## src/rtl/mode_scheduler_if.sv

```systemverilog
// Key-request and mode-status bundle between the keypad front end and mode_scheduler.
`ifndef OFF_MODE
`define OFF_MODE       3'd0
`define STAND_MODE     3'd1
`define EXTRACT_MODE_1 3'd2
`define EXTRACT_MODE_2 3'd3
`define EXTRACT_MODE_3 3'd4
`define CLEAN_MODE     3'd5
`endif

interface mode_scheduler_if #(
  parameter int MODE_WIDTH = 3
);
  logic                  tick_1s;
  logic                  power_req;
  logic                  clean_req;
  logic                  lvl1_req;
  logic                  lvl2_req;
  logic                  lvl3_req;
  logic                  menu_req;
  logic [MODE_WIDTH-1:0] current_mode;
  logic [7:0]            remaining_s;
  logic                  lvl3_used;

  modport master (
    output tick_1s, power_req, clean_req, lvl1_req, lvl2_req, lvl3_req, menu_req,
    input  current_mode, remaining_s, lvl3_used
  );
  modport slave (
    input  tick_1s, power_req, clean_req, lvl1_req, lvl2_req, lvl3_req, menu_req,
    output current_mode, remaining_s, lvl3_used
  );
endinterface

```

## src/rtl/mode_scheduler.sv

```systemverilog
// Appliance mode FSM: edge-detected key requests, timed CLEAN / EXTRACT_MODE_3
// countdowns driven by a 1 s tick, and a once-per-power-on level-3 lockout.
`ifndef OFF_MODE
`define OFF_MODE       3'd0
`define STAND_MODE     3'd1
`define EXTRACT_MODE_1 3'd2
`define EXTRACT_MODE_2 3'd3
`define EXTRACT_MODE_3 3'd4
`define CLEAN_MODE     3'd5
`endif

module mode_scheduler #(
  parameter int MODE_WIDTH = 3,
  parameter int CLEAN_TIME = 180,
  parameter int LVL3_TIME  = 60
) (
  input  logic            clk,
  input  logic            rstn,
  mode_scheduler_if.slave bus
);
  typedef enum logic [MODE_WIDTH-1:0] {
    OFF   = MODE_WIDTH'(`OFF_MODE),
    STAND = MODE_WIDTH'(`STAND_MODE),
    EXT1  = MODE_WIDTH'(`EXTRACT_MODE_1),
    EXT2  = MODE_WIDTH'(`EXTRACT_MODE_2),
    EXT3  = MODE_WIDTH'(`EXTRACT_MODE_3),
    CLEAN = MODE_WIDTH'(`CLEAN_MODE)
  } mode_t;

  typedef struct packed {
    logic power;
    logic clean;
    logic lvl3;
    logic lvl2;
    logic lvl1;
    logic menu;
  } req_t;

  req_t       req, prev, rise;
  mode_t      mode, mode_nxt;
  logic [7:0] rem, rem_nxt;
  logic       used, used_nxt;
  logic       armed;
  logic       taken;

  assign req = {bus.power_req, bus.clean_req, bus.lvl3_req,
                bus.lvl2_req, bus.lvl1_req, bus.menu_req};

  // First cycle out of reset only captures levels, so a key already held is not an edge.
  assign rise = armed ? (req & ~prev) : '0;

  always_ff @(posedge clk or negedge rstn) begin
    if (!rstn) begin
      mode  <= OFF;
      rem   <= '0;
      used  <= 1'b0;
      prev  <= '0;
      armed <= 1'b0;
    end else begin
      mode  <= mode_nxt;
      rem   <= rem_nxt;
      used  <= used_nxt;
      prev  <= req;
      armed <= 1'b1;
    end
  end

  // Highest-priority edge is the only one considered; if the mode ignores it, the
  // lower edges of that cycle are still dropped.
  always_comb begin
    mode_nxt = mode;
    rem_nxt  = rem;
    used_nxt = used;
    taken    = 1'b0;
    if (rise.power) begin
      taken = 1'b1;
      if (mode == OFF) begin
        mode_nxt = STAND;
      end else begin
        mode_nxt = OFF;
        rem_nxt  = '0;
        used_nxt = 1'b0;
      end
    end else begin
      case (mode)
        OFF: ;
        STAND, EXT1, EXT2: begin
          if (rise.clean) begin
            if (mode == STAND) begin
              taken    = 1'b1;
              mode_nxt = CLEAN;
              rem_nxt  = 8'(CLEAN_TIME);
            end
          end else if (rise.lvl3) begin
            if (!used) begin
              taken    = 1'b1;
              mode_nxt = EXT3;
              rem_nxt  = 8'(LVL3_TIME);
              used_nxt = 1'b1;
            end
          end else if (rise.lvl2) begin
            taken    = 1'b1;
            mode_nxt = EXT2;
          end else if (rise.lvl1) begin
            taken    = 1'b1;
            mode_nxt = EXT1;
          end else if (rise.menu && mode != STAND) begin
            taken    = 1'b1;
            mode_nxt = STAND;
          end
        end
        EXT3: begin
          if (!(rise.clean || rise.lvl3 || rise.lvl2 || rise.lvl1) && rise.menu) begin
            taken    = 1'b1;
            mode_nxt = STAND;
            rem_nxt  = '0;
          end
        end
        CLEAN: ;
        default: begin
          taken    = 1'b1;
          mode_nxt = OFF;
          rem_nxt  = '0;
          used_nxt = 1'b0;
        end
      endcase
    end

    if (!taken && bus.tick_1s && (mode == EXT3 || mode == CLEAN) && rem != 8'd0) begin
      if (rem == 8'd1) begin
        mode_nxt = (mode == EXT3) ? EXT2 : STAND;
        rem_nxt  = '0;
      end else begin
        rem_nxt = rem - 8'd1;
      end
    end
  end

  assign bus.current_mode = mode;
  assign bus.remaining_s  = rem;
  assign bus.lvl3_used    = used;

endmodule
```

## src/flat_wrapper.sv

```systemverilog
// flat-port wrapper written by rule: the top's interface ports become plain ports
module mode_scheduler_flat 
#(
  parameter int MODE_WIDTH = 3,
  parameter int CLEAN_TIME = 180,
  parameter int LVL3_TIME  = 60
)
  (clk, rstn, bus_tick_1s, bus_power_req, bus_clean_req, bus_lvl1_req, bus_lvl2_req, bus_lvl3_req, bus_menu_req, bus_current_mode, bus_remaining_s, bus_lvl3_used);
  mode_scheduler_if #(.MODE_WIDTH(MODE_WIDTH)) bus_i ();
  input  logic clk;
  input  logic rstn;
  input wire logic [$bits(bus_i.tick_1s)-1:0] bus_tick_1s;
  input wire logic [$bits(bus_i.power_req)-1:0] bus_power_req;
  input wire logic [$bits(bus_i.clean_req)-1:0] bus_clean_req;
  input wire logic [$bits(bus_i.lvl1_req)-1:0] bus_lvl1_req;
  input wire logic [$bits(bus_i.lvl2_req)-1:0] bus_lvl2_req;
  input wire logic [$bits(bus_i.lvl3_req)-1:0] bus_lvl3_req;
  input wire logic [$bits(bus_i.menu_req)-1:0] bus_menu_req;
  output wire logic [$bits(bus_i.current_mode)-1:0] bus_current_mode;
  output wire logic [$bits(bus_i.remaining_s)-1:0] bus_remaining_s;
  output wire logic [$bits(bus_i.lvl3_used)-1:0] bus_lvl3_used;
  assign bus_i.tick_1s = bus_tick_1s;
  assign bus_i.power_req = bus_power_req;
  assign bus_i.clean_req = bus_clean_req;
  assign bus_i.lvl1_req = bus_lvl1_req;
  assign bus_i.lvl2_req = bus_lvl2_req;
  assign bus_i.lvl3_req = bus_lvl3_req;
  assign bus_i.menu_req = bus_menu_req;
  assign bus_current_mode = bus_i.current_mode;
  assign bus_remaining_s = bus_i.remaining_s;
  assign bus_lvl3_used = bus_i.lvl3_used;
  mode_scheduler #(.MODE_WIDTH(MODE_WIDTH), .CLEAN_TIME(CLEAN_TIME), .LVL3_TIME(LVL3_TIME)) u_core (.clk(clk), .rstn(rstn), .bus(bus_i));
endmodule
```

## config.mk

```make
export PLATFORM = sky130hd
export DESIGN_NAME = mode_scheduler_flat
export DESIGN_NICKNAME = d
export VERILOG_FILES = /design/src/rtl/mode_scheduler_if.sv /design/src/rtl/mode_scheduler.sv /design/src/flat_wrapper.sv
export SDC_FILE = /design/constraint.sdc
export NUM_CORES = 1
export LEC_CHECK = 0
export CAP_MARGIN = 20
export CORE_MARGIN = 2
export CORE_UTILIZATION = 40
export DETAILED_ROUTE_END_ITERATION = 8
export PLACE_DENSITY = 0.71
export SLEW_MARGIN = 10
export SYNTH_ARGS = -nofsm -noshare
export SYNTH_HDL_FRONTEND = slang
export SYNTH_SLANG_ARGS = --single-unit
```

## constraint.sdc

```tcl
create_clock -name clk -period 2.85 [get_ports clk]
set_clock_uncertainty 0.2 [all_clocks]
set_input_delay 0.4275 -clock clk [delete_from_list [all_inputs] [get_ports clk]]
set_output_delay 0.4275 -clock clk [all_outputs]
set_load 0.02 [all_outputs]
```

* Word-level counts from Yosys, hierarchy flattened *
Index checks and enable logic that the tools add are counted.

storage, ports and cells
  word-level logic and storage cells = 88
  flip-flop bits (word level) = 19
  bits in writable memories = 0
  bits in latches = 0
  memories kept = 0
  bits in read-only memories = 0
  output and inout bits = 12

cells by class
  div/mod/pow operators = 0
  eq/ne operators = 17
  multipliers = 0
  muxes and demuxes = 40
  $add $sub $neg = 1
  reductions and logical operators = 18
  shift operators = 0
  bitwise operators = 2
  order comparisons = 0

operator list
  cell                                                                      number
  8-bit 2-to-1 mux                                                          9
  3-bit 2-to-1 mux                                                          11
  8-bit one-hot mux with 3 select lines                                     1
  1-bit 2-to-1 mux                                                          14
  3-bit by 1-bit inequality test with 1-bit output (second input constant)  3
  3-bit one-hot mux with 3 select lines                                     1
  8-bit by 1-bit equality test with 1-bit output (second input constant)    1
  8-bit nonzero test                                                        1
  8-bit by 1-bit subtractor with 8-bit output (second input constant)       1
  6-bit AND                                                                 1
  3-bit by 2-bit equality test with 1-bit output (second input constant)    2
  3-bit equality test (second input constant)                               2
  6-bit 2-to-1 mux                                                          1
  6-bit inverter                                                            1
  6-bit AND reduction                                                       1
  3-bit OR reduction                                                        2
  1-bit logical AND                                                         5
  5-bit by 1-bit inequality test with 1-bit output (second input constant)  1
  5-bit by 3-bit inequality test with 1-bit output (second input constant)  1
  5-bit by 4-bit inequality test with 1-bit output (second input constant)  1
  1-bit logical OR                                                          4
  4-bit by 2-bit inequality test with 1-bit output (second input constant)  1
  4-bit AND reduction                                                       1
  3-bit by 1-bit equality test with 1-bit output (second input constant)    1
  10 further kinds                                                          11

* Longest topological paths before layout *
  word-level depth = 17
  mapped depth = 8

* Least setup slack after synthesis *
No wires, ideal clock.

  kind = register to register
  start = reg u_core.rem[0] (netlist: u_core.bus.remaining_s[0])
  end = reg u_core.rem[5] (netlist: u_core.bus.remaining_s[5])
  clock period less this slack = 2.059 ns
  required time = 2.572 ns
  cell stages (with the launch flop) = 8
  arrival time = 1.781 ns
  slack = 0.791 ns
  cells stage by stage = dfrtp_1 > inv_1 > ha_1 > a311o_1 > a31o_1 > buf_6 > o31ai_1 > o2bb2ai_1

between the ends
  cells in the longest elaborated chain, start to end = 4

RTL lines
  what                                                                                 line                  text
  start: declaration                                                                   mode_scheduler.sv:41  logic [7:0] rem, rem_nxt;
  start signal: assignment                                                             mode_scheduler.sv:61  rem <= rem_nxt;
  branches (longest 4 deep; another with 8-bit by 1-bit subtractor with 8-bit output)  n/a

Parallel ways; which one is timed is not known.
A chain may end at the register's enable or synchronous reset.

* Worst setup path in the final report *
  start = in bus_power_req
  end = reg u_core.mode[1] (netlist: u_core.bus.current_mode[1])

between the ends
  cells in the longest elaborated chain, start to end = 8

RTL lines
  what                             line                   text
  start: declaration               flat_wrapper.sv:13     input wire logic [$bits(bus_i.power_req)-1:0] bus_power_req;
  6-bit AND (*)                    mode_scheduler.sv:50   assign rise = armed ? (req & ~prev) : '0;
  6-bit 2-to-1 mux (*)             mode_scheduler.sv:50
  1-bit 2-to-1 mux                 mode_scheduler.sv:75   if (rise.power) begin
  1-bit logical NOT                mode_scheduler.sv:129  if (!taken && bus.tick_1s && (mode == EXT3 || mode == CLEAN) && rem != 8'd0) begin
  1-bit logical AND (3 in series)  mode_scheduler.sv:129
  3-bit 2-to-1 mux (*)             mode_scheduler.sv:129
  named net u_core.mode_nxt[1]     mode_scheduler.sv:40   mode_t mode, mode_nxt;
  end signal: assignment           mode_scheduler.sv:60   mode <= mode_nxt;
  end: declaration                 mode_scheduler.sv:40

The timed path passes the listed nets; every way through them passes the cells marked *.

==> flow_summary.yaml <==
run_status:
  run_status: "completed"
global_route:
  grt_pass1_vias: 1199
  grt_pass1_wl_mm: 5.19
  overflow: 0
  grt_max_degree: 20
  antenna_found_initial: 0
  grt_use_total_pct: 18.5
clocking:
  clk_pin_slew_ps: 110
  post_cts_buffers: 0
  cts_buffers: 3
  cts-htree-levels: 1
  clock-root-buffer: "clkbuf_4"
  cts.sinks: 19
  cts_hold_buffers: 0
  post_cts_resize_count: 0
  cts_tree: "yes"
  cts_buffer_depth: 2
  worstSkewPairLatency_ps: 290
yosys:
  synth_nets: 161
  synth_cells: 150
  yosysTopAreaCell: "dfrtp_1"
  yosys.area.top_type_share_pct: 37.4
  ys_async_sr_fraction_pct: 100
  yosys_warnings: 0
  yosysSeqAreaShare_pct: 37.4
  synth-seq-cells: 19
  ys.flop_type: "dfrtp_1"
  synth_area_leaders: "dfrtp_1 (37%), nand2_1 (4.7%), a21oi_1 (4.3%)"
  synthMostInstantiatedCell: "dfrtp_1"
  avgSynthCellArea_um2: 8.48
  syn_area_um2: 1270
  synth-edff-count: 0
  synth_common_cells: "dfrtp_1 (19), nand2_1 (16), nor2_1 (14), a21oi_1 (11), o21ai_0 (10)"
  ys_types: 45
timing:
  rsz0062_at_grt: "no"
  drv_slew: 0
  setup_viol: 0
  hold_viol: 0
  fin_crit_sh_pct: 79.6
  maxSlewHeadroom_pct: 63.1
  min_period_ps: 2270
  worst_slew_pin_slew_ps: 549
  setup_tns_ps: 0
  maxClockFrequency_ghz: 0.441
routing:
  num_vias: 1235
  wl_per_cell_um: 14.1
  final_antenna_net_count: 0
  drtIter0Drc: 77
  avgViaCountPerCell: 5.77
  first_pass_iters: 5
  drc: 0
  routed_wl_mm: 3.01
setup_path:
  cp_slowest_stage_delay_ps: 430
  path_class: "primary input to flip-flop"
  worst_ep_required_time_ps: 2830
  cp_max_fo: 11
  crit_arrival_ps: 2250
  critical_path.top_delay_family: "compound AO/OA/AOI/OAI gates"
  critical_path.slowest_cell: "clkdlybuf4s50_1"
  path_cells: "clkdlybuf4s50_1 -> and3b_1 -> a311o_1 -> a31o_1 -> or2_1 -> o32ai_1"
  cp-start-kind: "primary input"
  cp.buffers_inverters: 1
  cp-end-kind: "flip-flop"
finish:
  antenna_cells: 0
  area_delta_synth_final_pct: 20.0
  fillCellCount: 296
  design_area_um2: 1530
  drive_above_1_share_pct: 4.71
  nets: 182
floorplan:
  die_y_um: 60.4
  die_x_um: 60.4
  core-area_um2: 3030
  dieArea_um2: 3650
  initial_core_util_pct: 42.0
  ios: 21
  std_cell_rows: 20
placement:
  place_area_um2: 1500
  io_buffers: 20
  dp_hpwl_mm: 2.29
  globalplace.congestion: 0.908
pwr:
  finalPower_mw: 1.47
  leakagePower_nw: 0.616
  ir_drop_v: 0.000433
  power_density_nw_per_um2: 965
job:
  cap_violations: 0
hold_path:
  hold_class: "primary input to async pin"
[through the flow]
| step | util (%) | setup slack, ps | hold slack [ps] | cells |
|---|---|---|---|---|
| 4_1_cts | 50.4 | 627 | 257 | 214 |
| 5_1_grt | 50.4 | 432 | 272 | 214 |
| 6_report | 50.4 | 581 | 252 | 214 |
| 3_5_place_dp | 49.5 | 306 | 363 | 210 |
| 2_1_floorplan | - | 791 | -68.1 | 150 |
| 3_3_place_gp | 49.5 | 320 | 344 | 210 |
[cell usage in the layout, fill, tap and decap left out, types with 2 or more instances in the layout]
| cell type | instances |
|---|---|
| clkdlybuf4s50_1 | 20 |
| nor2b_1 | 3 |
| o21ai_0 | 10 |
| o211ai_1 | 2 |
| o31ai_1 | 3 |
| clkbuf_4 | 3 |
| and3_1 | 4 |
| nand2_1 | 16 |
| ha_1 | 2 |
| o221ai_1 | 2 |
| nand3_1 | 7 |
| nor3_1 | 2 |
| and2_1 | 3 |
| a21oi_1 | 11 |
| o21bai_1 | 2 |
| nand2b_1 | 8 |
| nor2_1 | 14 |
| dfrtp_1 | 19 |
| a211o_1 | 2 |
| o22ai_1 | 2 |
| inv_1 | 5 |
| nand3b_1 | 3 |
| a31oi_1 | 2 |
| nor4_1 | 3 |
[report_power, final]
part,internal [mW],total (mW),leakage (nW),switching [mW]
registers,0.347,0.482,0.236,0.135
clock network,0.0544,0.135,0.0150,0.0806
logic,0.381,0.856,0.365,0.475
total,0.782,1.47,0.616,0.691
[registers in the layout, summed over array words and instances (netlist names)]
name and cells:
u_core.bus.remaining_s 8, u_core.prev 6, u_core.bus.current_mode 3, u_core.armed 1
u_core.bus.lvl3_used 1
[layer usage]
layer / routed length [µm] / vias up / global-route usage [%] / part of all wire, %
li1: - / 590 / - / -
met3: 211 / 14 / 3.62 / 7.0
met5: 0 / - / 0 / 0
met1: 1310 / 566 / 23.4 / 44
met4: 88 / 0 / 8.25 / 2.9
met2: 1400 / 65 / 30.7 / 46
[cells by family after synthesis]
logic type	count (synthesis)	share of synthesized area (%)
mux	1	0.787
flops	19	37.4
buf+inv	10	4.23
fa+ha+maj	2	1.97
other cells	1	0.295
compound gates	49	26.5
simple gates	68	28.9
[worst paths after layout]
kind	endpoint	slack, ps	cells past startpoint	from
setup / recovery	u_core.bus.current_mode[1]$_DFF_PN0_	580	6	bus_power_req
hold / removal	u_core.bus.remaining_s[6]$_DFFE_PN0P_	250	2	rstn
setup reg to reg	u_core.bus.current_mode[1]$_DFF_PN0_	600	5	u_core.bus.current_mode[1]$_DFF_PN0_
hold reg to reg	u_core.bus.remaining_s[6]$_DFFE_PN0P_	380	1	u_core.bus.remaining_s[6]$_DFFE_PN0P_
max in group asynchronous	u_core.bus.current_mode[1]$_DFF_PN0_	2000	2	rstn
min in group clk	u_core.bus.remaining_s[6]$_DFFE_PN0P_	380	1	u_core.bus.remaining_s[6]$_DFFE_PN0P_
[area by class of cell]
type,instances,area [µm²],share of cell area [%]
Sequential cell,19,475,31.1
Multi-Input combinational cell,121,743,48.7
Clock buffer,4,26.3,1.72
Timing Repair Buffer,21,208,13.6
Inverter,5,18.8,1.23
Tap cell,44,55.1,3.61
(Power assumes the default switching activity.)
